===== config.mk =====
export PLATFORM = sky130hd
export DESIGN_NAME = pipeline_memaccess
export DESIGN_NICKNAME = d
export VERILOG_FILES = /design/src/rtl/pipeline_memaccess.sv
export SDC_FILE = /design/constraint.sdc
export NUM_CORES = 1
export LEC_CHECK = 0
export ABC_CLOCK_PERIOD_IN_PS = 4100
export CAP_MARGIN = 40
export CORE_MARGIN = 5
export CORE_UTILIZATION = 55
export CTS_BUF_LIST = sky130_fd_sc_hd__clkbuf_4 sky130_fd_sc_hd__clkbuf_8
export CTS_CLUSTER_DIAMETER = 50
export DETAILED_ROUTE_END_ITERATION = 16
export PLACE_DENSITY = 0.88
export SLEW_MARGIN = 10
export SYNTH_ARGS = -nofsm -noshare
export SYNTH_HDL_FRONTEND = slang
export SYNTH_SLANG_ARGS = --single-unit

===== constraint.sdc =====
create_clock -name clk_i -period 4.1 [get_ports clk_i]
set_input_delay 0.82 -clock clk_i [delete_from_list [all_inputs] [get_ports clk_i]]
set_output_delay 0.82 -clock clk_i [all_outputs]
set_load 0.005 [all_outputs]

===== src/rtl/pipeline_memaccess.sv =====
// RV32 memory-access stage and MEM/WB register: issues data-memory requests, aligns load data.
// Optional MISALIGN_TRAP_EN adds misalign_o and suppresses misaligned accesses.
module pipeline_memaccess #(
  parameter int unsigned TIMEOUT_CYCLES = 16
) (
  input  logic        clk_i,
  input  logic        reset_i,
  input  logic        valid_i,
  output logic        ready_o,
  input  logic [31:0] alu_result_i,
  input  logic [31:0] store_data_i,
  input  logic [2:0]  funct3_i,
  input  logic        mem_read_i,
  input  logic        mem_write_i,
  input  logic [31:0] pcsrc_i,
  input  logic [31:0] offset_i,
  input  logic [1:0]  mem_to_reg_i,
  input  logic [4:0]  rd_i,
  input  logic        reg_write_i,
  output logic        dmem_req_o,
  output logic        dmem_we_o,
  output logic [31:0] dmem_addr_o,
  output logic [31:0] dmem_wdata_o,
  output logic [3:0]  dmem_be_o,
  input  logic        dmem_ack_i,
  input  logic [31:0] dmem_rdata_i,
  output logic        valid_o,
  output logic [31:0] data_read_o,
  output logic [31:0] alu_result_o,
  output logic [31:0] pcsrc_o,
  output logic [31:0] offset_o,
  output logic [1:0]  mem_to_reg_o,
  output logic [4:0]  rd_o,
  output logic        reg_write_o,
  output logic        bus_err_o
`ifdef MISALIGN_TRAP_EN
  ,
  output logic        misalign_o
`endif
);

  typedef enum logic {IDLE, ACCESS} state_t;

  state_t      state_q, state_d;
  logic [31:0] timer_q;
  logic [31:0] cmd_addr_q;
  logic        cmd_we_q;
  logic [3:0]  cmd_be_q;
  logic [31:0] cmd_wdata_q;
  logic [2:0]  cmd_funct3_q;
  logic [31:0] pend_pcsrc_q;
  logic [31:0] pend_offset_q;
  logic [1:0]  pend_mem_to_reg_q;
  logic [4:0]  pend_rd_q;
  logic        pend_reg_write_q;

  logic        accept, is_mem, is_store, misaligned, ack_hit, timeout_hit;
  logic [3:0]  st_be;
  logic [31:0] st_wdata;
  logic [7:0]  byte_sel;
  logic [15:0] half_sel;
  logic [31:0] load_data;

  assign ready_o  = (state_q == IDLE) && !reset_i;
  assign accept   = valid_i && ready_o;
  assign is_mem   = mem_read_i || mem_write_i;
  // A command with both read and write set is treated as a load.
  assign is_store = mem_write_i && !mem_read_i;

`ifdef MISALIGN_TRAP_EN
  assign misaligned = is_mem &&
                      (((funct3_i[1:0] == 2'b01) && alu_result_i[0]) ||
                       ((funct3_i[1:0] == 2'b10) && (alu_result_i[1:0] != 2'b00)));
`else
  assign misaligned = 1'b0;
`endif

  assign ack_hit     = (state_q == ACCESS) && dmem_ack_i;
  assign timeout_hit = (state_q == ACCESS) && !dmem_ack_i && (TIMEOUT_CYCLES != 0) &&
                       (timer_q == TIMEOUT_CYCLES - 32'd1);

  assign dmem_req_o   = (state_q == ACCESS);
  assign dmem_we_o    = cmd_we_q;
  assign dmem_addr_o  = {cmd_addr_q[31:2], 2'b00};
  assign dmem_be_o    = cmd_be_q;
  assign dmem_wdata_o = cmd_wdata_q;

  always_comb begin
    st_be    = 4'b0000;
    st_wdata = 32'h0;
    case (funct3_i[1:0])
      2'b00: begin
        st_be    = 4'b0001 << alu_result_i[1:0];
        st_wdata = {4{store_data_i[7:0]}};
      end
      2'b01: begin
        st_be    = alu_result_i[1] ? 4'b1100 : 4'b0011;
        st_wdata = {2{store_data_i[15:0]}};
      end
      2'b10: begin
        st_be    = 4'b1111;
        st_wdata = store_data_i;
      end
      default: ;
    endcase
  end

  always_comb begin
    byte_sel  = 8'h00;
    load_data = 32'h0;
    case (cmd_addr_q[1:0])
      2'd0: byte_sel = dmem_rdata_i[7:0];
      2'd1: byte_sel = dmem_rdata_i[15:8];
      2'd2: byte_sel = dmem_rdata_i[23:16];
      2'd3: byte_sel = dmem_rdata_i[31:24];
      default: ;
    endcase
    half_sel = cmd_addr_q[1] ? dmem_rdata_i[31:16] : dmem_rdata_i[15:0];
    case (cmd_funct3_q)
      3'b000: load_data = {{24{byte_sel[7]}}, byte_sel};
      3'b001: load_data = {{16{half_sel[15]}}, half_sel};
      3'b010: load_data = dmem_rdata_i;
      3'b100: load_data = {24'h0, byte_sel};
      3'b101: load_data = {16'h0, half_sel};
      default: load_data = 32'h0;
    endcase
  end

  always_comb begin
    state_d = state_q;
    case (state_q)
      IDLE:    if (accept && is_mem && !misaligned) state_d = ACCESS;
      ACCESS:  if (ack_hit || timeout_hit) state_d = IDLE;
      default: state_d = IDLE;
    endcase
  end

  // Non-memory and trapped ops write back directly; memory ops wait for ack or timeout.
  always_ff @(posedge clk_i) begin
    if (reset_i) begin
      state_q           <= IDLE;
      timer_q           <= 32'h0;
      cmd_addr_q        <= 32'h0;
      cmd_we_q          <= 1'b0;
      cmd_be_q          <= 4'b0000;
      cmd_wdata_q       <= 32'h0;
      cmd_funct3_q      <= 3'b000;
      pend_pcsrc_q      <= 32'h0;
      pend_offset_q     <= 32'h0;
      pend_mem_to_reg_q <= 2'b00;
      pend_rd_q         <= 5'd0;
      pend_reg_write_q  <= 1'b0;
      valid_o           <= 1'b0;
      data_read_o       <= 32'h0;
      alu_result_o      <= 32'h0;
      pcsrc_o           <= 32'h0;
      offset_o          <= 32'h0;
      mem_to_reg_o      <= 2'b00;
      rd_o              <= 5'd0;
      reg_write_o       <= 1'b0;
      bus_err_o         <= 1'b0;
`ifdef MISALIGN_TRAP_EN
      misalign_o        <= 1'b0;
`endif
    end else begin
      state_q   <= state_d;
      valid_o   <= 1'b0;
      bus_err_o <= 1'b0;
`ifdef MISALIGN_TRAP_EN
      misalign_o <= 1'b0;
`endif
      timer_q <= (state_q == ACCESS) ? timer_q + 32'd1 : 32'h0;
      if (accept) begin
        if (is_mem && !misaligned) begin
          cmd_addr_q        <= alu_result_i;
          cmd_we_q          <= is_store;
          cmd_be_q          <= is_store ? st_be : 4'b1111;
          cmd_wdata_q       <= is_store ? st_wdata : 32'h0;
          cmd_funct3_q      <= funct3_i;
          pend_pcsrc_q      <= pcsrc_i;
          pend_offset_q     <= offset_i;
          pend_mem_to_reg_q <= mem_to_reg_i;
          pend_rd_q         <= rd_i;
          pend_reg_write_q  <= reg_write_i;
        end else begin
          valid_o      <= 1'b1;
          data_read_o  <= 32'h0;
          alu_result_o <= alu_result_i;
          pcsrc_o      <= pcsrc_i;
          offset_o     <= offset_i;
          mem_to_reg_o <= mem_to_reg_i;
          rd_o         <= rd_i;
          reg_write_o  <= reg_write_i && !misaligned;
`ifdef MISALIGN_TRAP_EN
          misalign_o   <= misaligned;
`endif
        end
      end
      if (ack_hit || timeout_hit) begin
        valid_o      <= 1'b1;
        data_read_o  <= (ack_hit && !cmd_we_q) ? load_data : 32'h0;
        alu_result_o <= cmd_addr_q;
        pcsrc_o      <= pend_pcsrc_q;
        offset_o     <= pend_offset_q;
        mem_to_reg_o <= pend_mem_to_reg_q;
        rd_o         <= pend_rd_q;
        reg_write_o  <= ack_hit && pend_reg_write_q;
        bus_err_o    <= timeout_hit;
      end
    end
  end

endmodule


==> flow_metrics.py, run 1 <==
metrics = {
    "status": {
        "status": "finished, final reports clean",
    },
    "sta": {
        "max_freq_mhz": 365.5,
        "layout_min_cycle_time_ns": 2.736,
        "hold_viol": 0,
        "fin_worst_skew_ns": 0.01683,
        "rsz0062_at_grt": "false",
        "finalCritPeriodShare_pct": 66.74,
        "worstMarginPinSlew_ns": 0.8493,
        "finalSetupViolCount": 0,
        "fin_tns_setup_ns": 0,
        "slew_headroom_pct": 43.38,
        "report.final.slew_viol_count": 0,
    },
    "yosys": {
        "synth_cell_types": 57,
        "netlist_area_mm2": 0.01521,
        "synth_top_cell_by_area": "dfxtp_1",
        "syn_avg_cell_area_um2": 8.348,
        "synth_cells": 1822,
        "yosys-top-cells-area": "dfxtp_1 41%, a21oi_1 6.6%, nand2_1 5.7%",
        "ys_seq_area_share_pct": 41.46,
        "async_flop_share_pct": 0,
        "ys_warn_count": 0,
        "synth_edf_count": 0,
        "ys_ff_latch": 315,
        "synthFlopType": "dfxtp_1",
        "synth_top_area_share_pct": 41.46,
    },
    "drt": {
        "drc_errors": 0,
        "drtIter0Drc": 1505,
        "drtAntennaViolNets": 0,
        "totalWireLength_mm": 50.77,
        "vias": 15470,
        "drtPass1Iterations": 6,
        "viasPerCell": 6.214,
        "wl_per_cell_um": 20.40,
    },
    "clock_network": {
        "cts_max_path_buffers": 3,
        "clock_sinks": 315,
        "cts_tree": "yes",
        "cts_resized": 0,
        "cts_root_buf": "clkbuf_8",
        "holdBufCountCts": 0,
        "cts.htree.levels": 2,
        "cts_setup_buffers": 0,
        "clkLatencyLatePin_ns": 0.57,
        "path_clk_slew_ns": 0.06,
        "cts_buffers": 52,
    },
    "layout": {
        "layout.area.seq_mm2": 0.006306,
        "multi_input_comb_area_mm2": 0.007860,
        "area_growth_pct": 30.49,
        "nFillCells": 2006,
        "fin_area_mm2": 0.01985,
        "fin_nets": 2264,
        "drive_gt1_share_pct": 6.531,
    },
    "worst_hold_path": {
        "min_to": "pend_offset_q[4]",
        "holdPathStages": 2,
        "min_from": "pend_offset_q[4]",
        "min_path_type": "flop to flop",
    },
    "power": {
        "max-vdd-ir-drop_mv": 0.2548,
        "p_leak_uw": 0.007092,
        "p_per_area_mw_per_mm2": 347.1,
    },
    "global_routing": {
        "grt_max_degree": 220,
        "grt_overflow": 0,
        "grt_pass1_wl_mm": 78.87,
        "antenna_found_initial": 5,
        "grt_pass1_vias": 14960,
        "grt_use_total_pct": 30.54,
    },
    "place": {
        "dpl.hpwl_mm": 32.90,
        "portBuffers": 383,
        "gp_congestion": 0.9732,
        "post_dp_cell_area_mm2": 0.01886,
    },
    "die": {
        "core_mm2": 0.02710,
        "row_count": 60,
        "pin_count": 386,
        "start_util_pct": 56.13,
        "die-area_mm2": 0.03108,
        "die_h_um": 176.3,
        "dieWidth_um": 176.3,
    },
    "worst_setup_path": {
        "critPathBufInv": 1,
        "cp.required_ns": 3.28,
        "crit_arrival_ns": 1.92,
        "worstPathCellList": "clkdlybuf4s50_1",
        "slowest_stage": "dfxtp_1",
        "ff2ff_setup_slack_ns": 1.61,
        "r2r-start": "dmem_req_o",
        "critical_path_class": "flop to primary output",
        "path_max_fanout": 9,
        "r2r_end": "cmd_addr_q[25]",
        "crit_family": "flip-flops",
        "rr_worst_depth": 5,
        "slowest_delay_ns": 0.68,
        "cp-start-kind": "flop",
        "crit_path_end_kind": "primary output",
    },
    "run": {
        "cap_violations": 0,
    },
}
how the worst max path moves through the flow:
stage | depth (start not counted) | to | from | slack, ns
after detailed placement | 6 | pend_pcsrc_q[10] | valid_i | 0.93
after floorplan | 5 | ready_o | reset_i | 1.28
after global routing | 1 | dmem_req_o | dmem_req_o | 1.28
after CTS | 1 | dmem_req_o | dmem_req_o | 1.30
after global placement | 6 | pend_offset_q[23] | valid_i | 0.97
final | 1 | dmem_req_o | dmem_req_o | 1.36
tightest hold or removal path, cell delays in order (launching register included):
cell and delay [ns]:
dfxtp_1 0.30, nand2_1 0.05, a21oi_1 0.05
layer usage:
metal | routed length, um | global-route usage, % | vias to the layer above
met5 | 13 | 0 | -
met4 | 2569 | 16.54 | 2
met3 | 4732 | 7.045 | 168
met2 | 24010 | 49.53 | 857
met1 | 19450 | 37.75 | 7392
li1 | - | - | 7047
cell type report:
cell class	count	area share, %
multi-input combinational	1283	39.60
timing repair buffer	418	21.00
clock inverter	4	0.1261
clock buffer	77	4.803
sequential	315	31.77
antenna	4	0.05043
inverter	16	0.3026
tap	372	2.345
metrics by stage:
stage	worst slack [ns]	std cells	total power (uW)	hold slack [ns]	util (%)
after floorplan	1.278	1823	3780	0.4258	-
after global placement	0.9713	2402	4226	0.4368	69.55
after detailed placement	0.9320	2404	4250	0.4427	69.59
after CTS	1.303	2485	6900	0.4504	73.20
after global routing	1.276	2489	7140	0.4613	73.24
final	1.364	2489	6889	0.4483	73.24
report_power, final:
group	switching (uW)	internal, uW	total [uW]
combinational	515	470	986
sequential	62.9	3160	3220
clock	1220	1460	2680
synth_stat cells (all sizes together) (3+ instances only):
cell,n
nor3b,3
nor2b,77
o21bai,39
a2bb2oi,16
clkbuf,132
nor4,7
o21ai,102
nand4,6
o31ai,13
dfxtp,315
nand3b,79
or4,18
a211oi,4
nor2,61
o211ai,7
o22ai,61
inv,16
nand2b,4
xnor2,8
or3,4
nand3,80
a22oi,47
a311oi,37
a221oi,7
buf,77
nand2,230
nor3,8
and3,40
and4,3
a21oi,200
mux2i,35
mux2,67
cell usage in the layout (no fill, tap or decap), types with 37 or more instances in the layout:
master	Yosys	routed
nor2_1	61	59
dfxtp_1	315	315
o21ai_0	102	102
clkdlybuf4s50_1	0	381
nand3b_1	79	79
o21bai_1	39	39
mux2_1	65	65
clkbuf_8	0	60
nand3_1	80	80
and3_1	40	40
o22ai_1	61	61
nor2b_1	77	77
a21oi_1	200	200
a22oi_1	47	47
a311oi_1	37	37
nand2_1	230	228
cell families after synthesis:
kind of cell | count (synthesis) | share of synthesized area [%]
AO/OA/AOI/OAI | 540 | 21.70
XOR/XNOR | 10 | 0.5758
adder cells (fa/ha/maj) | 1 | 0.08224
buffers and inverters | 225 | 7.255
flip-flops | 315 | 41.46
multiplexers | 103 | 7.411
other | 1 | 0.02465
AND/OR/NAND/NOR | 627 | 21.49
Note: power is estimated with default switching activity, not from simulation.
==> run 2, diff against run 1 <==
--- a/config.mk
+++ b/config.mk
@@ -5,14 +5,14 @@
 export SDC_FILE = /design/constraint.sdc
 export NUM_CORES = 1
 export LEC_CHECK = 0
-export ABC_CLOCK_PERIOD_IN_PS = 4100
+export ABC_CLOCK_PERIOD_IN_PS = 2400
 export CAP_MARGIN = 40
 export CORE_MARGIN = 5
-export CORE_UTILIZATION = 55
+export CORE_UTILIZATION = 46
 export CTS_BUF_LIST = sky130_fd_sc_hd__clkbuf_4 sky130_fd_sc_hd__clkbuf_8
 export CTS_CLUSTER_DIAMETER = 50
 export DETAILED_ROUTE_END_ITERATION = 16
-export PLACE_DENSITY = 0.88
+export PLACE_DENSITY = 0.79
 export SLEW_MARGIN = 10
 export SYNTH_ARGS = -nofsm -noshare
 export SYNTH_HDL_FRONTEND = slang
==> constraint.sdc (replaced) <==
create_clock -name clk_i -period 2.4 [get_ports clk_i]
set_input_delay 0.48 -clock clk_i [delete_from_list [all_inputs] [get_ports clk_i]]
set_output_delay 0.48 -clock clk_i [all_outputs]
set_load 0.005 [all_outputs]
==> flow_metrics.py, run 2 (synthesized netlist as in run 1, its figures left out) <==
metrics = {
    "layout": {
        "final_common_cell": "clkdlybuf4s50_1",
        "fin_cells": 2635,
        "multi_input_comb_area_mm2": 0.007860,
        "fin_area_mm2": 0.02087,
        "drive_gt1_share_pct": 9.694,
        "most-common-layout-cells": "380 x clkdlybuf4s50_1, 315 x dfxtp_1, 228 x nand2_1",
        "area_growth_pct": 37.18,
        "layout.area.seq_mm2": 0.006306,
        "fin_nets": 2318,
        "nFillCells": 2691,
    },
    "clock_network": {
        "cts_root_buf": "clkbuf_8",
        "path_clk_slew_ns": 0.06,
        "cts_setup_buffers": 0,
        "cts_max_path_buffers": 3,
        "cts_buffers": 55,
        "cts_tree": "yes",
        "holdBufCountCts": 0,
        "clock_sinks": 315,
        "clkLatencyLatePin_ns": 0.60,
        "cts.htree.levels": 2,
    },
    "worst_setup_path": {
        "slowest_stage": "or4_1",
        "critical_path_class": "flop to flop",
        "ff2ff_setup_slack_ns": 0.06,
        "cp.required_ns": 2.87,
        "path_max_fanout": 11,
        "crit_arrival_ns": 2.81,
        "crit_path_start": "timer_q[13]",
        "slowest_delay_ns": 0.60,
        "crit_path_end_kind": "flop",
        "r2r_end": "alu_result_o[19]",
        "r2r-start": "timer_q[13]",
        "cp-start-kind": "flop",
        "worstPathCellList": "or4_1 -> nor3_2 -> a31o_4 -> buf_4 -> mux2_1",
        "rr_worst_depth": 5,
        "crit_end": "alu_result_o[19]",
    },
    "global_routing": {
        "grt_pass1_vias": 14950,
        "grt_pass1_wl_mm": 80.67,
        "antenna_found_initial": 6,
        "grt_overflow": 0,
        "grt_use_total_pct": 26.84,
        "grt_max_degree": 191,
    },
    "die": {
        "die-area_mm2": 0.03680,
        "core_mm2": 0.03262,
        "row_count": 66,
        "pin_count": 386,
        "die_h_um": 191.8,
        "dieWidth_um": 191.8,
        "start_util_pct": 46.63,
    },
    "sta": {
        "worstMarginPinSlew_ns": 0.8253,
        "hold_viol": 0,
        "fin_tns_setup_ns": 0,
        "slew_headroom_pct": 44.98,
        "rsz0062_at_grt": "false",
        "finalSetupViolCount": 0,
        "fin_worst_skew_ns": 0.01584,
        "max_freq_mhz": 427.3,
        "report.final.slew_viol_count": 0,
        "finalCritPeriodShare_pct": 97.51,
        "layout_min_cycle_time_ns": 2.340,
    },
    "run": {
        "cap_violations": 0,
    },
    "power": {
        "clockPowerShare_pct": 44.0,
        "swShare_pct": 25.61,
        "max-vdd-ir-drop_mv": 0.4408,
        "switchingPower_uw": 3331,
        "intPower_uw": 9675,
        "p_per_area_mw_per_mm2": 623.3,
        "seq_power_share_pct": 42.2,
        "p_leak_uw": 0.007589,
        "combPwrFrac_pct": 13.8,
    },
    "drt": {
        "totalWireLength_mm": 52.01,
        "drtPass1Iterations": 7,
        "vias": 15250,
        "viasPerCell": 5.789,
        "drtIter0Drc": 1023,
        "wl_per_cell_um": 19.74,
        "drtAntennaViolNets": 0,
        "drc_errors": 0,
    },
    "place": {
        "portBuffers": 383,
        "dp.cells": 2525,
        "post_dp_cell_area_mm2": 0.01953,
        "dpl.hpwl_mm": 35.45,
        "gp_congestion": 0.9124,
    },
    "status": {
        "status": "finished, final reports clean",
    },
    "worst_hold_path": {
        "min_path_type": "primary input to flop",
    },
}
## run 2: power by group through the flow
stage / clock [uW] / sequential [uW] / combinational [uW]
floorplan: 0 / 5590 / 873
global placement: 0 / 5600 / 1750
detailed placement: 0 / 5610 / 1780
CTS: 5820 / 5490 / 1790
global route: 6110 / 5510 / 1930
finish: 5720 / 5490 / 1800
## run 2: final cells by class
| class | count | area share (%) |
|---|---|---|
| Multi-Input combinational cell | 1283 | 37.67 |
| Inverter | 16 | 0.2878 |
| Timing Repair Buffer | 469 | 22.79 |
| Clock inverter | 19 | 1.007 |
| Clock buffer | 85 | 5.307 |
| Sequential cell | 315 | 30.22 |
| Tap cell | 442 | 2.650 |
| Antenna cell | 6 | 0.07196 |
## run 2: per-layer routing
metal  share of wire (%)  track usage, %
met5               0.023               0
met2                  46           42.99
met4                 5.1           13.65
met1                  40           33.94
met3                 8.9           6.143
## run 2: worst min-delay path by stage
stage / startpoint / to / depth (start not counted)
after global placement: pend_offset_q[1] / pend_offset_q[1] / 2
final: funct3_i[1] / cmd_funct3_q[1] / 3
after global routing: reset_i / dmem_be_o[2] / 3
after detailed placement: pend_offset_q[17] / pend_offset_q[17] / 2
after floorplan: timer_q[0] / timer_q[0] / 1
after CTS: funct3_i[1] / cmd_funct3_q[1] / 3
## run 2: repair_timing
item,in CTS,in global routing
resized for setup,1,1
pin swaps,0,1
endpoints found under the setup margin,1,1
## run 2: through the flow
| stage | setup WS, ns | power, uW | util, % | hold slack [ns] |
|---|---|---|---|---|
| 3_3_place_gp | -0.2566 | 7349 | 59.84 | 0.4367 |
| 4_1_cts | 0.06740 | 13100 | 63.91 | 0.2841 |
| 3_5_place_dp | -0.1478 | 7383 | 59.88 | 0.4421 |
| 6_report | 0.05974 | 13010 | 63.97 | 0.3282 |
| 2_1_floorplan | 0.2585 | 6458 | - | 0.4258 |
| 5_1_grt | 0.01700 | 13550 | 63.96 | 0.3241 |
## run 2: critical path, delay by kind of cell, from the launching register on
kind,cells,cell delay (ns)
buffers and inverters,1,0.26
AOI/OAI and AO/OA,1,0.33
and+or+nand+nor,2,0.89
DFF,1,0.37
muxes,1,0.35
